`src/rtl/rdn_pkg.sv`:
```
// rtl/rdn_pkg.sv - shared constants and types for the RDN weight-load path
//
// Purpose : network dimensions, derived weight-word/line totals and the
//           weight-stream FSM state type.
// Ports   : none (package).
package rdn_pkg;

  localparam int NUM_A_NEURONS  = 15;
  localparam int NUM_B_NEURONS  = 15;
  localparam int NUM_C_NEURONS  = 36;
  localparam int A_INPUTS       = 400;
  localparam int WORDS_PER_LINE = 4;

  // Every neuron carries one bias word on top of its input weights.
  localparam int NUM_WEIGHT_WORDS = NUM_A_NEURONS * (A_INPUTS + 1)
                                  + NUM_B_NEURONS * (NUM_A_NEURONS + 1)
                                  + NUM_C_NEURONS * (NUM_B_NEURONS + 1);
  localparam int NUM_WEIGHT_LINES = (NUM_WEIGHT_WORDS + WORDS_PER_LINE - 1) / WORDS_PER_LINE;

  typedef enum logic [1:0] {
    ST_IDLE,
    ST_RUN,
    ST_DRAIN,
    ST_DONE
  } rdn_wstream_state_t;

endpackage

```
`src/rtl/rdn_line_fifo.sv`:
```
// rtl/rdn_line_fifo.sv - show-ahead line buffer for the weight stream
//
// Purpose : synchronous FIFO holding fetched weight lines; head is visible
//           combinationally so the serializer can slice it directly.
// Ports   : clk, rst (async, active-high)
//           clr              - synchronous flush
//           push, push_data  - write one line
//           pop              - drop the head line
//           head             - oldest line
//           count            - lines currently held
module rdn_line_fifo #(
  parameter  int W     = 64,
  parameter  int DEPTH = 4,
  localparam int AW    = (DEPTH > 1) ? $clog2(DEPTH) : 1,
  localparam int CW    = $clog2(DEPTH + 1)
) (
  input  logic          clk,
  input  logic          rst,
  input  logic          clr,
  input  logic          push,
  input  logic [W-1:0]  push_data,
  input  logic          pop,
  output logic [W-1:0]  head,
  output logic [CW-1:0] count
);

  localparam logic [AW-1:0] PTR_MAX_C = AW'(DEPTH - 1);
  localparam logic [CW-1:0] FULL_C    = CW'(DEPTH);

  logic [W-1:0]  mem_q [DEPTH];
  logic [AW-1:0] wr_ptr_q, wr_ptr_d;
  logic [AW-1:0] rd_ptr_q, rd_ptr_d;
  logic [CW-1:0] cnt_q, cnt_d;
  logic          do_push, do_pop;

  function automatic logic [AW-1:0] ptr_inc(input logic [AW-1:0] p);
    return (p == PTR_MAX_C) ? '0 : p + 1'b1;
  endfunction

  assign do_push = push && (cnt_q != FULL_C);
  assign do_pop  = pop && (cnt_q != '0);

  always_comb begin
    wr_ptr_d = wr_ptr_q;
    rd_ptr_d = rd_ptr_q;
    cnt_d    = cnt_q;
    if (clr) begin
      wr_ptr_d = '0;
      rd_ptr_d = '0;
      cnt_d    = '0;
    end else begin
      if (do_push) wr_ptr_d = ptr_inc(wr_ptr_q);
      if (do_pop)  rd_ptr_d = ptr_inc(rd_ptr_q);
      case ({do_push, do_pop})
        2'b10:   cnt_d = cnt_q + 1'b1;
        2'b01:   cnt_d = cnt_q - 1'b1;
        default: cnt_d = cnt_q;
      endcase
    end
  end

  always_ff @(posedge clk or posedge rst) begin
    if (rst) begin
      wr_ptr_q <= '0;
      rd_ptr_q <= '0;
      cnt_q    <= '0;
    end else begin
      wr_ptr_q <= wr_ptr_d;
      rd_ptr_q <= rd_ptr_d;
      cnt_q    <= cnt_d;
    end
  end

  // Storage needs no reset: nothing is read while count is zero.
  always_ff @(posedge clk) begin
    if (do_push && !clr) mem_q[wr_ptr_q] <= push_data;
  end

  assign head  = mem_q[rd_ptr_q];
  assign count = cnt_q;

endmodule

```
`src/rtl/rdn_weight_stream.sv`:
```
// rtl/rdn_weight_stream.sv - weight-line fetcher and 16-bit word serializer
//
// Purpose : fetches NUM_WORDS packed weight words from memory as LINE_W-bit
//           lines and streams them little-endian to the weight loader.
// Ports   : clk, rst (async, active-high)
//           start, base_addr                  - begin a load at base_addr
//           mem_req, mem_addr, mem_gnt         - read request channel
//           mem_rvalid, mem_rdata              - in-order read responses
//           wt_valid, wt_data, wt_ready        - weight word stream
//           busy, done                         - load status
//           cksum (RDN_WSTREAM_CKSUM_EN only)  - 16-bit sum of accepted words
// Option  : define RDN_WSTREAM_CKSUM_EN to add the cksum output.
module rdn_weight_stream
  import rdn_pkg::*;
#(
  parameter int ADDR_W     = 32,
  parameter int LINE_W     = 64,
  parameter int FIFO_LINES = 4,
  parameter int NUM_WORDS  = NUM_WEIGHT_WORDS
) (
  input  logic              clk,
  input  logic              rst,
  input  logic              start,
  input  logic [ADDR_W-1:0] base_addr,
  output logic              mem_req,
  output logic [ADDR_W-1:0] mem_addr,
  input  logic              mem_gnt,
  input  logic              mem_rvalid,
  input  logic [LINE_W-1:0] mem_rdata,
  output logic              wt_valid,
  output logic [15:0]       wt_data,
  input  logic              wt_ready,
  output logic              busy,
  output logic              done
`ifdef RDN_WSTREAM_CKSUM_EN
  ,
  output logic [15:0]       cksum
`endif
);

  localparam int WPL       = LINE_W / 16;
  localparam int IDX_W     = $clog2(WPL);
  localparam int BYTE_SH   = $clog2(LINE_W / 8);
  localparam int NUM_LINES = (NUM_WORDS + WPL - 1) / WPL;
  localparam int LCNT_W    = $clog2(NUM_LINES + 1);
  localparam int WCNT_W    = $clog2(NUM_WORDS + 1);
  localparam int CNT_W     = $clog2(FIFO_LINES + 1);

  localparam logic [LCNT_W-1:0] LINES_C     = LCNT_W'(NUM_LINES);
  localparam logic [LCNT_W-1:0] LAST_LINE_C = LCNT_W'(NUM_LINES - 1);
  localparam logic [WCNT_W-1:0] WORDS_C     = WCNT_W'(NUM_WORDS);
  localparam logic [WCNT_W-1:0] LAST_WORD_C = WCNT_W'(NUM_WORDS - 1);
  localparam logic [IDX_W-1:0]  IDX_MAX_C   = IDX_W'(WPL - 1);
  localparam logic [CNT_W:0]    CREDITS_C   = (CNT_W + 1)'(FIFO_LINES);

  rdn_wstream_state_t state_q, state_d;
  logic [ADDR_W-1:0]  base_q, base_d;
  logic [LCNT_W-1:0]  lines_q, lines_d;
  logic [CNT_W-1:0]   outst_q, outst_d;
  logic [WCNT_W-1:0]  words_q, words_d;
  logic [IDX_W-1:0]   idx_q, idx_d;
  logic               rv_q;
  logic [LINE_W-1:0]  rdata_q;

  logic [LINE_W-1:0]  fifo_head;
  logic [CNT_W-1:0]   fifo_count;
  logic               fifo_clr, fifo_pop;
  logic [CNT_W:0]     inflight;
  logic               grant, accept, last_word, line_end;
  logic [15:0]        head_word;

  // Responses are registered once before entering the buffer; the line stays
  // counted as outstanding until it is actually pushed, so credits never lapse.
  always_ff @(posedge clk or posedge rst) begin
    if (rst) begin
      rv_q    <= 1'b0;
      rdata_q <= '0;
    end else begin
      rv_q <= mem_rvalid && (state_q != ST_IDLE);
      if (mem_rvalid) rdata_q <= mem_rdata;
    end
  end

  rdn_line_fifo #(
    .W     (LINE_W),
    .DEPTH (FIFO_LINES)
  ) u_fifo (
    .clk       (clk),
    .rst       (rst),
    .clr       (fifo_clr),
    .push      (rv_q),
    .push_data (rdata_q),
    .pop       (fifo_pop),
    .head      (fifo_head),
    .count     (fifo_count)
  );

  // Requested-but-unbuffered lines plus buffered lines may not exceed the
  // buffer depth; this sum only grows on a grant, which keeps a pending
  // request stable until it is granted.
  assign inflight = {1'b0, outst_q} + {1'b0, fifo_count};
  assign mem_req  = (state_q == ST_RUN) && (inflight < CREDITS_C) && (lines_q < LINES_C);
  assign mem_addr = base_q + (ADDR_W'(lines_q) << BYTE_SH);
  assign grant    = mem_req && mem_gnt;

  assign head_word = fifo_head[{idx_q, 4'b0000} +: 16];
  assign wt_valid  = (fifo_count != '0);
  assign wt_data   = wt_valid ? head_word : 16'h0000;
  assign accept    = wt_valid && wt_ready;
  // The last line of the load may be partial: it pops after the final word.
  assign last_word = (words_q == LAST_WORD_C);
  assign line_end  = (idx_q == IDX_MAX_C) || last_word;
  assign fifo_pop  = accept && line_end;

  assign busy = (state_q != ST_IDLE);
  assign done = (state_q == ST_DONE);

  always_comb begin
    state_d  = state_q;
    base_d   = base_q;
    lines_d  = lines_q;
    outst_d  = outst_q;
    words_d  = words_q;
    idx_d    = idx_q;
    fifo_clr = 1'b0;

    case ({grant, rv_q})
      2'b10:   outst_d = outst_q + 1'b1;
      2'b01:   outst_d = outst_q - 1'b1;
      default: outst_d = outst_q;
    endcase
    if (grant) lines_d = lines_q + 1'b1;
    if (accept) begin
      words_d = (words_q == WORDS_C) ? words_q : words_q + 1'b1;
      idx_d   = line_end ? '0 : idx_q + 1'b1;
    end

    case (state_q)
      ST_IDLE: begin
        if (start) begin
          base_d   = base_addr;
          lines_d  = '0;
          outst_d  = '0;
          words_d  = '0;
          idx_d    = '0;
          fifo_clr = 1'b1;
          state_d  = ST_RUN;
        end
      end
      ST_RUN: begin
        if (grant && (lines_q == LAST_LINE_C)) state_d = ST_DRAIN;
      end
      ST_DRAIN: begin
        if (accept && last_word) state_d = ST_DONE;
      end
      ST_DONE: begin
        state_d = ST_IDLE;
      end
      default: state_d = ST_IDLE;
    endcase
  end

  always_ff @(posedge clk or posedge rst) begin
    if (rst) begin
      state_q <= ST_IDLE;
      base_q  <= '0;
      lines_q <= '0;
      outst_q <= '0;
      words_q <= '0;
      idx_q   <= '0;
    end else begin
      state_q <= state_d;
      base_q  <= base_d;
      lines_q <= lines_d;
      outst_q <= outst_d;
      words_q <= words_d;
      idx_q   <= idx_d;
    end
  end

`ifdef RDN_WSTREAM_CKSUM_EN
  logic [15:0] cksum_q, cksum_d;

  always_comb begin
    cksum_d = cksum_q;
    if ((state_q == ST_IDLE) && start) cksum_d = 16'h0000;
    else if (accept)                   cksum_d = cksum_q + wt_data;
  end

  always_ff @(posedge clk or posedge rst) begin
    if (rst) cksum_q <= 16'h0000;
    else     cksum_q <= cksum_d;
  end

  assign cksum = cksum_q;
`endif

endmodule

```
`config.mk`:
```
export PLATFORM = sky130hd
export DESIGN_NAME = rdn_weight_stream
export DESIGN_NICKNAME = d
export VERILOG_FILES = /design/src/rtl/rdn_pkg.sv /design/src/rtl/rdn_line_fifo.sv /design/src/rtl/rdn_weight_stream.sv
export SDC_FILE = /design/constraint.sdc
export NUM_CORES = 1
export LEC_CHECK = 0
export ABC_AREA = 1
export CORE_AREA = 2 2 200 202
export DETAILED_ROUTE_END_ITERATION = 10
export DIE_AREA = 0 0 202 204
export SLEW_MARGIN = 15
export SYNTH_ARGS = -nofsm -noshare
export SYNTH_HDL_FRONTEND = slang
export SYNTH_SLANG_ARGS = --single-unit
```
`constraint.sdc`:
```
create_clock -name clk -period 11.6 [get_ports clk]
set_clock_uncertainty 0.05 [all_clocks]
set_input_delay 2.32 -clock clk [delete_from_list [all_inputs] [get_ports clk]]
set_output_delay 2.32 -clock clk [all_outputs]
set_load 0.02 [all_outputs]
```
# Yosys cells after proc, flatten, opt, wreduce, memory -nomap -nowiden
# Memories as Yosys holds them, arrays and structs flattened.
# Cells that the tools add are included.
[op_classes] n_addsub=11 n_mul=0 div_mod_pow=0 order_cmp=2 n_eq_ne=17 n_shift=1 mux=31 bitwise_logic=0 reduce_logical=21
[ops] operator="$shiftx 64x7->16" n=1
[ops] operator="$mux 13" n=4
[ops] operator="$mux 11" n=3
[ops] operator="$add 32x14->32" n=1
[ops] operator="$eq 13x13->1 const B" n=2
[ops] operator="$mux 2" n=13
[ops] operator="$mux 16" n=1
[ops] operator="$eq 2x2->1 const B" n=7
[ops] operator="$add 13x1->13 const B" n=1
[ops] operator="$pmux 3 s2" n=2
[ops] operator="$add 11x1->11 const B" n=1
[ops] operator="$eq 11x11->1 const B" n=1
[ops] operator="$logic_and 1x1->1" n=11
[ops] operator="$lt 11x11->1 const B" n=1
[ops] operator="$mux 3" n=3
[ops] operator="$pmux 2 s4" n=1
[ops] operator="$add 2x1->2 const B" n=3
[ops] operator="$add 3x1->3 const B" n=2
[ops] operator="$eq 2x1->1 const B" n=3
[ops] operator="$reduce_bool 2->1" n=3
[ops] operator="$reduce_bool 3->1" n=2
[ops] operator="$sub 3x1->3 const B" n=2
[ops] operator="$add 3x3->4" n=1
[ops] operator="$lt 4x3->1 const B" n=1
[ops] operator="other kinds (9)" n=13
[word_totals] reg_bits=135 latch_bits=0 mem_bits_rw=256 mem_bits_ro=0 output_inout_bits=52 elab_cells=95 memories=1
[mem_list] name="u_fifo.mem_q" words=4 word_bits=64 read_ports=1 rd_ports_with_merged_regs=0 write_ports=1 line_no="rdn_line_fifo.sv:30" rtl="logic [W-1:0] mem_q [DEPTH];"

# Longest topological paths before layout
[logic_depth] depth_word=9 mapped_depth=15

# By module
# Synthesis repeated with hierarchy kept, for this count alone.
[unflattened] cells_unflattened=1734 hier_area_um2=17377.9
[modules_own_cells] module="rdn_line_fifo" instances=1 cells_per_inst=683 area_per_inst_um2=9973.3
[modules_own_cells] module="rdn_weight_stream" instances=1 cells_per_inst=1051 area_per_inst_um2=7404.6

# Worst setup path after synthesis
# Ideal clock, no wire load.
[synth_path] path_type="in2reg" startpoint="input start" endpoint="memory u_fifo.mem_q[0][0], enable pin" t_arrival_ns=5.694 required_ns=11.064 setup_slack_ns=5.370 path_stages=6 cell_sequence="buf_2 nand2_1 inv_2 nor2_1 inv_1 nor2_1"
[synth_between] elab_chain_len=6
[synth_lines] element="start: declaration" line_no="rdn_weight_stream.sv:23" rtl="input logic start,"
[synth_lines] element="$mux 1" line_no="rdn_weight_stream.sv:140" rtl="if (start) begin"
[synth_lines] element="$mux 1" line_no="rdn_weight_stream.sv:138" rtl="case (state_q)"
[synth_lines] element="$logic_not 1->1" line_no="rdn_line_fifo.sv:76" rtl="if (do_push && !clr) mem_q[wr_ptr_q] <= push_data;"
[synth_lines] element="$logic_and 1x1->1" line_no="rdn_line_fifo.sv:76"
[synth_lines] element="$mux 1" line_no="rdn_line_fifo.sv:76"
[synth_lines] element="$mux 1 (implied by the code)" line_no="rdn_line_fifo.sv:76"
[synth_lines] element="end: declaration" line_no="rdn_line_fifo.sv:30"
# Every way passes these cells.

# Worst setup path after layout
[layout_path] startpoint="register u_fifo.rd_ptr_q[0]" endpoint="output wt_data[12]"
[layout_between] elab_chain_len=3
[layout_lines] element="start: declaration" line_no="rdn_line_fifo.sv:32" rtl="logic [AW-1:0] rd_ptr_q, rd_ptr_d;"
[layout_lines] element="start signal: assignment" line_no="rdn_line_fifo.sv:69" rtl="rd_ptr_q <= rd_ptr_d;"
[layout_lines] element="$mem_v2 4x64"
[layout_lines] element="$shiftx 64x7->16" line_no="rdn_weight_stream.sv:106" rtl="assign head_word = fifo_head[{idx_q, 4'b0000} +: 16];"
[layout_lines] element="$mux 16" line_no="rdn_weight_stream.sv:108" rtl="assign wt_data = wt_valid ? head_word : 16'h0000;"
[layout_lines] element="end: declaration" line_no="rdn_weight_stream.sv:31" rtl="output logic [15:0] wt_data,"
# Every way passes these cells.

==> results.ini <==
[outcome]
outcome = finished clean

[synth]
synth_top_cell_by_area = edfxtp_1
synth_area_leaders = edfxtp_1 (44%), dfrtp_1 (19%), nand2_1 (9.5%), nor2_1 (5.2%), o21ai_0 (4.6%)
syn-cell-area_sq_um = 17300
syn_nets = 1844
netlist_instances = 1712
yosysWarnings = 0
seq_area_frac_synth = 0.638
synth_top_area_frac = 0.443
synth-seq-cells = 391
synth.avg_cell_area_sq_um = 10.1
synth.distinct_cells = 37

[critical_path]
cp.arrival_ns = 3.84
start_kind = flip-flop
slowest_delay_ns = 0.71
slowest_stage = dfrtp_4
rrSetupSlack_ns = 8.24
crit_chain = clkinv_2, buf_6, o21ai_0, o221ai_1, nand3_1, a21oi_1, clkdlybuf4s50_1
crit_buf_inv = 3
worstSetupPathType = reg2out
cp.required_ns = 9.23
critPathMaxFanout = 117
endpoint_kind = output pin
crit_family = buffers and inverters

[global_routing]
grt_overflow = 0
grt_pass1_vias = 12700
grt_max_degree = 118
grt_pass1_wl_microns = 68600
track_usage = 0.213
antenna_found_initial = 2

[sta]
worst_pin_slew_ns = 1.10
finalCritPeriodShare = 0.535
hold_violations = 0
fin_crit_ns = 6.21
max_freq_mhz = 161
slew_violations = 0
fin_setup_tns_ns = 0
slew_headroom = 0.263
timing.final.ws_setup_ns = 5.39
rsz0062_at_grt = false
setup_viol = 0

[clock_network]
cts.clk_slew.worst_paths_ns = 0.06
clock_path_buffers = 3
clock-root-buffer = clkbuf_16
cts_max_level = 2
cts_tree = done
ctsResizeCount = 0
clk_latency_ns = 0.56
cts_buffers = 42
cts_hold_buf = 0
postCtsSetupBuffers = 0
cts_sinks = 391

[placement]
port_buffers = 153
hpwl_microns = 25700
dp.cells = 2320
gp_congestion = 0.873
place_ws_ns = 5.78

[finish]
layout_commonest_cell = nand2_1
final_cell_mix = nand2_1 (437), edfxtp_1 (256), nor2_1 (237), o21ai_0 (161), clkdlybuf4s50_1 (152)
layout.nets = 1971
area_growth_pct = 19.4
num-fill-cells = 3451
layout-drive-gt1-share = 0.0539
stdcell_count = 2399

[pwr]
combPwrFrac = 0.360
ir_drop_v = 0.000185
powerDensity_nw_per_um2 = 255
switching_share = 0.375
p_switching_mw = 1.98
leakage_nw = 8.27
clockPowerShare = 0.266
p_seq_frac = 0.374
finalPower_mw = 5.28
p_int_mw = 3.30

[job]
cap_violations = 0

[routing]
drtPass1Iterations = 6
wl_per_cell_microns = 18.0
drcViolationCount = 0
viasPerCell = 5.23
drt_wl_total_microns = 43200
drtIter0Drc = 741
vias = 12500
final_antenna_net_count = 0

[hold_path]
hold_class = reg2reg

[floorplanning]
dieArea_sq_um = 41200
io_pins = 154
die_h_microns = 204
chipWidth_microns = 202
num_rows = 73
coreArea_sq_um = 39200
start_util = 0.443

==> power groups by stage <==
stage               registers [mW]  clock network [mW]  logic [mW]
floorplan                     1.92                   0        1.26
global placement              1.99                   0        1.89
detailed placement            2.00                   0        1.90
CTS                           1.97                1.44        1.92
global route                  2.01                1.50        2.11
finish                        1.97                1.41        1.90
==> metrics by stage <==
| stage | instance area (sq um) | hold WS (ns) | utilization |
|---|---|---|---|
| floorplan | 17300 | 0.400 | - |
| global placement | 19300 | 0.416 | 0.491 |
| detailed placement | 19300 | 0.421 | 0.491 |
| CTS | 20700 | 0.439 | 0.529 |
| global route | 20700 | 0.465 | 0.529 |
| finish | 20700 | 0.433 | 0.529 |
==> tightest hold or removal path, cell delays in order (launching register included) <==
cell and delay (ns):
dfrtp_1 0.35, nand2_1 0.05, nand2_1 0.05
==> worst paths after layout <==
| kind | to | startpoint | depth (start not counted) |
|---|---|---|---|
| max | wt_data[12] | u_fifo.rd_ptr_q[0]$_DFFE_PP0P_ | 7 |
| min | base_q[2]$_DFFE_PP0P_ | base_q[2]$_DFFE_PP0P_ | 2 |
| max reg2reg | u_fifo.mem_q[2][54]$_DFFE_PP_ | state_q[0]$_DFFE_PP0P_ | 8 |
| min reg2reg | base_q[2]$_DFFE_PP0P_ | base_q[2]$_DFFE_PP0P_ | 2 |
| max in group asynchronous | u_fifo.rd_ptr_q[0]$_DFFE_PP0P_ | rst | 3 |
| min in group asynchronous | words_q[0]$_DFF_PP0_ | rst | 2 |
==> sequential cells by signal, summed over array words and instances (netlist names) <==
signal and cells:
u_fifo.mem_q 256, rdata_q 64, base_q 32, words_q 13, lines_q 11, outst_q 3
u_fifo.count 3, idx_q 2, state_q 2, u_fifo.rd_ptr_q 2, u_fifo.wr_ptr_q 2, rv_q 1
==> cell usage after synthesis <==
cell type	count
a211oi_2	1
a21o_1	1
a21oi_1	50
a21oi_2	1
and2_1	1
buf_1	7
buf_2	14
buf_4	12
buf_6	6
clkbuf_1	42
clkbuf_2	4
clkinv_1	1
dfrtp_1	135
edfxtp_1	256
fa_1	3
ha_1	27
inv_1	88
inv_2	3
nand2_1	437
nand2_2	3
nand3_1	74
nand3_2	2
nand3b_1	7
nand4_1	15
nor2_1	241
nor2_2	2
nor3_1	16
nor3_4	1
o211ai_1	48
o21a_1	2
o21ai_0	161
o21ai_1	4
o21ai_2	1
o221ai_1	16
or2_2	1
xnor2_1	4
xor2_1	25
==> per-layer routing <==
| metal | wire length (microns) | track usage |
|---|---|---|
| met5 | 13 | 0 |
| met3 | 2720 | 0.0470 |
| met2 | 20300 | 0.353 |
| met4 | 1110 | 0.0664 |
| met1 | 19000 | 0.280 |
==> kinds of logic after synthesis <==
group                    after synthesis  synth area share
buffers and inverters                177            0.0448
XOR/XNOR                              29            0.0146
flip-flops                           391             0.638
adder cells (fa/ha/maj)               30            0.0229
AND/OR/NAND/NOR                      800             0.186
AO/OA/AOI/OAI                        285            0.0939
==> area by class of cell <==
cell class | count | area [sq um] | area share
clock inverters | 21 | 324 | 0.0156
diodes | 1 | 2.50 | 0.000121
well taps | 525 | 657 | 0.0317
multi-input cells | 1144 | 5530 | 0.267
clock buffers | 57 | 1140 | 0.0549
inverters | 92 | 352 | 0.0170
flip-flops and latches | 391 | 11100 | 0.534
repair buffers | 168 | 1640 | 0.0793
Note: power is estimated with default switching activity, not from simulation.
